### config.mk
export PLATFORM = sky130hd
export DESIGN_NAME = seg_scan_driver_flat
export DESIGN_NICKNAME = d
export VERILOG_FILES = /design/src/rtl/seg_scan_driver_if.sv /design/src/rtl/seg_scan_driver.sv /design/src/flat_wrapper.sv
export SDC_FILE = /design/constraint.sdc
export NUM_CORES = 1
export LEC_CHECK = 0
export ABC_AREA = 0
export BUFFER_PORTS_ARGS = -buffer_cell sky130_fd_sc_hd__buf_2
export CORE_MARGIN = 3
export CORE_UTILIZATION = 24
export DETAILED_ROUTE_END_ITERATION = 8
export GPL_ROUTABILITY_DRIVEN = 1
export PLACE_DENSITY = 0.4
export SKIP_CTS_REPAIR_TIMING = 1
export SLEW_MARGIN = 10
export SYNTH_ARGS = -nofsm -noshare
export SYNTH_HDL_FRONTEND = slang
export SYNTH_SLANG_ARGS = --single-unit
### constraint.sdc
create_clock -name clk -period 3.11 [get_ports clk]
set_input_delay 0.622 -clock clk [delete_from_list [all_inputs] [get_ports clk]]
set_output_delay 0.622 -clock clk [all_outputs]
set_load 0.01 [all_outputs]
### src/rtl/seg_scan_driver_if.sv
// Bundle of the display-driver data signals.
//   digits      : four hex nibbles, digit 0 rightmost
//   dp_in       : per-digit decimal point request, active-high
//   blink_mask  : per-digit blink enable
//   an          : anode enables, active-low
//   seg         : cathodes {g,f,e,d,c,b,a}, active-low
//   dp_n        : decimal point cathode, active-low
//   frame_start : one-cycle pulse when a new digit snapshot is taken
// The master drives the digit data and observes the display pins; the slave is the driver.
interface seg_scan_driver_if;
    logic [15:0] digits;
    logic [3:0]  dp_in;
    logic [3:0]  blink_mask;
    logic [3:0]  an;
    logic [6:0]  seg;
    logic        dp_n;
    logic        frame_start;

    modport master (
        output digits, dp_in, blink_mask,
        input  an, seg, dp_n, frame_start
    );

    modport slave (
        input  digits, dp_in, blink_mask,
        output an, seg, dp_n, frame_start
    );
endinterface

### src/rtl/seg_scan_driver.sv
// Four-digit multiplexed seven-segment driver.
// Scans the digits in slots of SCAN_DIV cycles. Each slot starts with BLANK_CYC cycles
// in which all anodes are off, which prevents ghosting. Digit data is latched once per
// frame, on the slot 3 -> slot 0 transition, so a multi-digit value always appears
// coherently on the display. A free-running blink timer can darken selected digits.
// Ports:
//   clk   : system clock, rising edge
//   rst_n : asynchronous active-low reset
//   bus   : slave side of seg_scan_driver_if (digit data in, display pins out)
module seg_scan_driver #(
    parameter int unsigned SCAN_DIV  = 250000,
    parameter int unsigned BLANK_CYC = 1000,
    parameter int unsigned BLINK_DIV = 25000000
) (
    input logic              clk,
    input logic              rst_n,
    seg_scan_driver_if.slave bus
);

    localparam int unsigned CntW   = (SCAN_DIV > 1) ? $clog2(SCAN_DIV) : 1;
    localparam int unsigned BlinkW = (BLINK_DIV > 1) ? $clog2(BLINK_DIV) : 1;

    localparam logic [CntW-1:0]   CntLast   = CntW'(SCAN_DIV - 1);
    localparam logic [CntW-1:0]   BlankEnd  = CntW'(BLANK_CYC);
    localparam logic [BlinkW-1:0] BlinkLast = BlinkW'(BLINK_DIV - 1);

    logic [CntW-1:0]   cnt_q;
    logic [1:0]        idx_q;
    logic [BlinkW-1:0] blink_cnt_q;
    logic              blink_phase_q;
    logic [15:0]       snap_digits_q;
    logic [3:0]        snap_dp_q;

    logic [3:0] an_q,  an_d;
    logic [6:0] seg_q, seg_d;
    logic       dp_n_q, dp_n_d;
    logic       frame_start_q;

    logic       slot_end;
    logic       frame_load;
    logic [3:0] cur_nib;

    function automatic logic [6:0] hex_to_seg(input logic [3:0] h);
        logic [6:0] s;
        case (h)
            4'h0:    s = 7'b1000000;
            4'h1:    s = 7'b1111001;
            4'h2:    s = 7'b0100100;
            4'h3:    s = 7'b0110000;
            4'h4:    s = 7'b0011001;
            4'h5:    s = 7'b0010010;
            4'h6:    s = 7'b0000010;
            4'h7:    s = 7'b1111000;
            4'h8:    s = 7'b0000000;
            4'h9:    s = 7'b0010000;
            4'hA:    s = 7'b0001000;
            4'hB:    s = 7'b0000011;
            4'hC:    s = 7'b1000110;
            4'hD:    s = 7'b0100001;
            4'hE:    s = 7'b0000110;
            default: s = 7'b0001110;
        endcase
        return s;
    endfunction

    assign slot_end   = (cnt_q == CntLast);
    assign frame_load = slot_end && (idx_q == 2'd3);
    assign cur_nib    = snap_digits_q[{idx_q, 2'b00} +: 4];

    // Display shows only snapshot data; blink_mask is deliberately read live.
    always_comb begin
        an_d   = 4'b1111;
        seg_d  = 7'h7F;
        dp_n_d = 1'b1;
        if ((cnt_q >= BlankEnd) && !(blink_phase_q && bus.blink_mask[idx_q])) begin
            an_d   = ~(4'b0001 << idx_q);
            seg_d  = hex_to_seg(cur_nib);
            dp_n_d = ~snap_dp_q[idx_q];
        end
    end

    always_ff @(posedge clk or negedge rst_n) begin
        if (!rst_n) begin
            cnt_q         <= '0;
            idx_q         <= 2'd0;
            blink_cnt_q   <= '0;
            blink_phase_q <= 1'b0;
            snap_digits_q <= 16'h0000;
            snap_dp_q     <= 4'h0;
            an_q          <= 4'b1111;
            seg_q         <= 7'h7F;
            dp_n_q        <= 1'b1;
            frame_start_q <= 1'b0;
        end else begin
            if (slot_end) begin
                cnt_q <= '0;
                idx_q <= idx_q + 2'd1;
            end else begin
                cnt_q <= cnt_q + 1'b1;
            end

            if (blink_cnt_q == BlinkLast) begin
                blink_cnt_q   <= '0;
                blink_phase_q <= ~blink_phase_q;
            end else begin
                blink_cnt_q <= blink_cnt_q + 1'b1;
            end

            if (frame_load) begin
                snap_digits_q <= bus.digits;
                snap_dp_q     <= bus.dp_in;
            end
            frame_start_q <= frame_load;

            an_q   <= an_d;
            seg_q  <= seg_d;
            dp_n_q <= dp_n_d;
        end
    end

    assign bus.an          = an_q;
    assign bus.seg         = seg_q;
    assign bus.dp_n        = dp_n_q;
    assign bus.frame_start = frame_start_q;

endmodule
### src/flat_wrapper.sv
// flat-port wrapper written by rule: the top's interface ports become plain ports
module seg_scan_driver_flat 
#(
    parameter int unsigned SCAN_DIV  = 250000,
    parameter int unsigned BLANK_CYC = 1000,
    parameter int unsigned BLINK_DIV = 25000000
)
  (clk, rst_n, bus_digits, bus_dp_in, bus_blink_mask, bus_an, bus_seg, bus_dp_n, bus_frame_start);
  seg_scan_driver_if bus_i ();
  input logic clk;
  input logic rst_n;
  input wire logic [$bits(bus_i.digits)-1:0] bus_digits;
  input wire logic [$bits(bus_i.dp_in)-1:0] bus_dp_in;
  input wire logic [$bits(bus_i.blink_mask)-1:0] bus_blink_mask;
  output wire logic [$bits(bus_i.an)-1:0] bus_an;
  output wire logic [$bits(bus_i.seg)-1:0] bus_seg;
  output wire logic [$bits(bus_i.dp_n)-1:0] bus_dp_n;
  output wire logic [$bits(bus_i.frame_start)-1:0] bus_frame_start;
  assign bus_i.digits = bus_digits;
  assign bus_i.dp_in = bus_dp_in;
  assign bus_i.blink_mask = bus_blink_mask;
  assign bus_an = bus_i.an;
  assign bus_seg = bus_i.seg;
  assign bus_dp_n = bus_i.dp_n;
  assign bus_frame_start = bus_i.frame_start;
  seg_scan_driver #(.SCAN_DIV(SCAN_DIV), .BLANK_CYC(BLANK_CYC), .BLINK_DIV(BLINK_DIV)) u_core (.clk(clk), .rst_n(rst_n), .bus(bus_i));
endmodule
======== Word-level counts from Yosys, hierarchy flattened ========
Memories as Yosys holds them, arrays and structs flattened.
Index checks and enable logic that the tools add are counted.
Widths: inputs -> output; s select.
storage, ports and cells
  word-level logic and storage cells ...... 37
  RAM bits ................................ 0
  output and inout port bits .............. 13
  bits in latches ......................... 0
  input bits .............................. 26
  register bits after elaboration ......... 79
  memories kept ........................... 1
  ROM bits ................................ 112
cells by class
  multiply operators ...................... 0
  bitwise gates (word level) .............. 3
  mux-type cells .......................... 9
  $lt $le $gt $ge ......................... 2
  $add $sub $neg .......................... 3
  equal/unequal tests ..................... 3
  div/mod/pow operators ................... 0
  reductions and logical operators ........ 4
  shift operators ......................... 2
memory list
  memory           depth  bits a word  read ports  clocked after memory_dff  write ports  line                   text
  (no name shown)  16     7            1           0                         0            seg_scan_driver.sv:45  case (h)
operators with widths
  operator               count
  $add 25x1->25 const B  1
  $eq 25x25->1 const B   1
  $mux 25                1
  $add 18x1->18 const B  1
  $eq 18x18->1 const B   1
  $ge 18x10->1 const B   1
  $mux 18                1
  $shiftx 16x5->4        1
  $mux 7                 1
  $bmux 1 s2             2
  $mux 4                 1
  $not 4->4              1
  $shl 1x2->4 const A    1
  $logic_and 1x1->1      3
  $lt 2x3->1 const B     1
  $mux 1                 3
  $add 2x1->2 const B    1
  $eq 2x2->1 const B     1
  $not 1->1              2
  $logic_not 1->1        1

======== Depth between registers and ports, before layout ========
  depth in word-level cells ............... 6
  depth in mapped cells ................... 7
  gate-level depth less buffers ........... 6

======== Worst setup path after synthesis ========
No wires, ideal clock.
  kind .................................... register to register
  start ................................... reg u_core.idx_q[0]
  end ..................................... reg u_core.seg_q[3] (netlist: u_core.bus.seg[3])
  setup slack ............................. 1152 ps
  required time ........................... 3012 ps
  arrival ................................. 1860 ps
  stages on the path, launching flop included .. 7
  setup time .............................. 98 ps
  period minus slack after synthesis ...... 1958 ps
  path buffers ............................ 1
  cell sequence ........................... dfrtp_1 > buf_2 > mux4_2 > ha_1 > or2_2 > a21oi_1 > o21ai_0
on the way
  word-level cells in the longest chain between the ends .. 6
  elaborated cells between the ends (all ways) .. 8
  classes of those cells .................. 1 x shift; 3 x mux; 3 x reduce/logical; 1 x memory
ends and longest elaborated chain
  element                                                               line                    text
  start, declared                                                       seg_scan_driver.sv:28   logic [1:0] idx_q;
  start signal, assigned                                                seg_scan_driver.sv:97   idx_q <= idx_q + 2'd1;
  parallel branches: the longest is 5 deep, another holds $mem_v2 16x7  --
  $mux 7 (*)                                                            seg_scan_driver.sv:75   if ((cnt_q >= BlankEnd) && !(blink_phase_q && bus.blink_mask[idx_q])) begin
  named net u_core.seg_d[3]                                             seg_scan_driver.sv:35   logic [6:0] seg_q, seg_d;
  end signal, assigned                                                  seg_scan_driver.sv:116  seg_q <= seg_d;
  end, declared                                                         seg_scan_driver.sv:35
Mark *: on every way through the listed nets, which the timed path passes. The select of a mux whose other input is x is not followed.
A chain may end at the register's enable or synchronous reset.

======== Final worst setup path ========
  start ................................... reg u_core.idx_q[0]
  end ..................................... reg u_core.seg_q[2] (netlist: u_core.bus.seg[2])
Same word-level chain as after synthesis.

==> out/metrics.csv <==
metric,value,unit
grtUsageTotal,10.5,%
cpMaxStageDelayCell,sky130_fd_sc_hd__a22oi_1,
design.core.area,15500,sq um
postSynthCellCount,343,
yosysWarnings,0,
holdWs,278,ps
finalWeightedCongestion,0.779,
clock-sinks,79,
power_leakage,1.90,nW
grt_pass1_vias,2701,
netlist.top_cell.by_area,sky130_fd_sc_hd__dfrtp_1,
proportion_of_synthesized_chip_area_in_sequential_cells,51.1,%
postRouteWirelength,8.77,mm
antenna_cells,0,
area_growth_syn_to_layout,18.4,%
worst_slack,782,ps
grt-ovfl-total,0,
timing_max_transition_violations_final,0,
htree_levels,3,
yosys.area_share.xor_xnor,7.20,%
maxSlewHeadroom,37.5,%
placementRows,45,
mappedNetlistArea,3890,sq um
finalSetupTns,0,ps
synth_top_area_share,43.0,%
synth_adder_area_share,4.18,%
detailedRoute.firstPassIterationCount,4,
synth.top_cells.by_area,"sky130_fd_sc_hd__dfrtp_1, sky130_fd_sc_hd__dfstp_2, sky130_fd_sc_hd__mux2_2",
clk-insertion-delay-late,330,ps
worstReg2RegEnd,u_core.bus.seg[2],
timing.critical_path.slowest_cell_delay,750,ps
worst_r2r_path_depth,3,
largest_net_degree_at_the_start_of_global_routing,41,
synth_top_family_by_area,simple AND/OR/NAND/NOR gates,
r2r-start,u_core.idx_q[0],
synthArstFlopShare,100,%
synth_simple_gate_area_share,18.9,%
hold_violations_final,0,
num_io_pins,39,
clock.fmax,0.429,GHz
total_nets_final,425,
postRouteAntennaNets,0,
clock_skew,4.41,ps
die_footprint,17800,sq um
fin_crit_sh,74.9,%
die_height,133,microns
synth_top_cells_by_count,"sky130_fd_sc_hd__dfrtp_1, sky130_fd_sc_hd__nand2_1, sky130_fd_sc_hd__mux2_2",
p_comb_share,4.2,%
cts_made_buffers,9,
synthesis.nets,382,
power.switching,0.000452,W
rrSetupSlack,780,ps
final_layout_size_suffix_gt1_share,25.6,%
ys.flop_type,sky130_fd_sc_hd__dfrtp_1,
rsz0062_at_grt,no,
cts_root_buffer,sky130_fd_sc_hd__clkbuf_16,
worst-path-max-fanout,12,
post_drt_via_cell_ratio,4.49,
share_clk_of_total_power,45.7,%
synth.mux.area_fraction,10.4,%
floorplan.initialDensity,25.1,%
mean_instance_size_in_the_synthesized_netlist,11.4,sq um
synth_enable_flop_cells,0,
crit_path_end_kind,flip-flop,
power.sequential.fraction,50.1,%
antenna_found_initial,0,
p_per_area,455,nW/um^2
number_of_max_capacitance_violations_reported,0,
fill_cells,1646,
wl_per_instance,14.6,microns
place_hpwl,6.30,mm
max_vdd_drop,272,uV
buffer_ports.inserted,38,
critical_path_arrival,2530,ps
total_via_count_after_detailed_routing,2700,
global_route_wire_length_before_repair,14.8,mm
hp-class,input port to async pin,
drt_iter0_drc,109,
synth.lib_cells_used.distinct,44,
critPathLaunchType,flip-flop,
post-route-min-period,2330,ps
yosys.cell_count.top_type,sky130_fd_sc_hd__dfrtp_1,
cp_cell_sequence,mux4_2 > a22oi_1 > o221ai_1,
setup.worst_path.class,flip-flop to flip-flop,
worst-slew-pin-transition,929,ps
synth-seq-cells,79,
route.detailed.drc,0,
die_w,133,microns
pre_cts_slack,709,ps
synth_compound_area_share,5.91,%
result_of_the_run,"complete, no violations",
final_setup_vio_count,0,
cts_max_path_buffers,2,
cts_tree,built,
power.share.switching,21.6,%
internal_pwr_total,0.00165,W
critical_path_required,3310,ps
cts.reportedPaths.clkPinSlew,60,ps
-- metal layers --
metal / up-vias / track usage [%] / routed length [microns]
met5: - / 0 / 0
met1: 1326 / 14.1 / 4240
li1: 1327 / - / -
met2: 39 / 16.4 / 4140
met3: 8 / 2.91 / 274
met4: 0 / 3.43 / 113
-- worst max path at each step --
stage	startpoint	end	slack [ps]	cells after the start
after detailed placement	u_core.idx_q[0]	u_core.bus.seg[2]	710	3
after global routing	u_core.idx_q[0]	u_core.bus.seg[2]	560	3
after floorplan	u_core.idx_q[0]	u_core.bus.seg[3]	1150	6
after global placement	u_core.idx_q[0]	u_core.bus.seg[2]	700	3
final	u_core.idx_q[0]	u_core.bus.seg[2]	780	3
after CTS	u_core.idx_q[0]	u_core.bus.seg[2]	710	3
-- power by group through the flow --
stage               registers [W]   logic, W  clock network [W]
global route              0.00105   0.000101            0.00105
CTS                       0.00105  0.0000912            0.00100
floorplan                 0.00107  0.0000418                  0
finish                    0.00105  0.0000876           0.000960
global placement          0.00107  0.0000909                  0
detailed placement        0.00107  0.0000910                  0
-- area by class of cell --
cell class,instances,area [sq um],share of cell area (%)
Clock buffer,15,258,5.59
Clock inverter,1,5.00,0.108
Inverter,12,45.0,0.976
Multi-Input combinational cell,242,1810,39.3
Sequential cell,79,1990,43.2
Tap cell,211,264,5.72
Timing Repair Buffer,42,235,5.10
-- through the flow --
step | cell area [sq um] | util (%) | power [W] | cells
2_1_floorplan | 3890 | - | 0.00111 | 343
3_3_place_gp | 4350 | 28.0 | 0.00116 | 586
3_5_place_dp | 4350 | 28.0 | 0.00116 | 586
4_1_cts | 4610 | 29.7 | 0.00215 | 602
5_1_grt | 4610 | 29.7 | 0.00220 | 602
6_report | 4610 | 29.7 | 0.00210 | 602
-- sequential cells by signal, indices dropped and copies added (netlist names) --
register                cells
u_core.blink_cnt_q         25
u_core.blink_phase_q        1
u_core.bus.an               4
u_core.bus.dp_n             1
u_core.bus.frame_start      1
u_core.bus.seg              7
u_core.cnt_q               18
u_core.idx_q                2
u_core.snap_digits_q       16
u_core.snap_dp_q            4
-- cell families (layout without fill, tap and decap cells) --
family / after synthesis / after routing
buffers and inverters: 22 / 70
xor gates and xnor gates: 32 / 32
and+or+nand+nor: 130 / 130
DFF: 79 / 79
AOI/OAI and AO/OA: 38 / 38
muxes: 29 / 29
adders and majority gates: 13 / 13
-- worst max-delay path, delay by kind of cell (launching register included) --
| family | cells | cell delay, ps |
|---|---|---|
| flops | 1 | 630 |
| mux | 1 | 550 |
| compound gates | 2 | 1010 |
-- cells in the final DEF (no fill, tap or decap), types with 5 or more instances in the layout --
master,n
sky130_fd_sc_hd__dfrtp_1,67
sky130_fd_sc_hd__buf_2,37
sky130_fd_sc_hd__nand2_1,25
sky130_fd_sc_hd__mux2_2,21
sky130_fd_sc_hd__nand3_1,19
sky130_fd_sc_hd__nor2_1,19
sky130_fd_sc_hd__xnor2_1,19
sky130_fd_sc_hd__xor2_1,13
sky130_fd_sc_hd__ha_1,13
sky130_fd_sc_hd__inv_1,12
sky130_fd_sc_hd__o21ai_0,12
sky130_fd_sc_hd__dfstp_2,12
sky130_fd_sc_hd__a21oi_1,11
sky130_fd_sc_hd__or3_1,10
sky130_fd_sc_hd__clkbuf_16,9
sky130_fd_sc_hd__nor3_1,8
sky130_fd_sc_hd__nand4_1,8
sky130_fd_sc_hd__mux4_2,7
sky130_fd_sc_hd__or4_1,6
sky130_fd_sc_hd__and3_1,6
sky130_fd_sc_hd__nor4_1,5
sky130_fd_sc_hd__clkbuf_1,5
No activity file was read; power rests on OpenSTA's default activity.
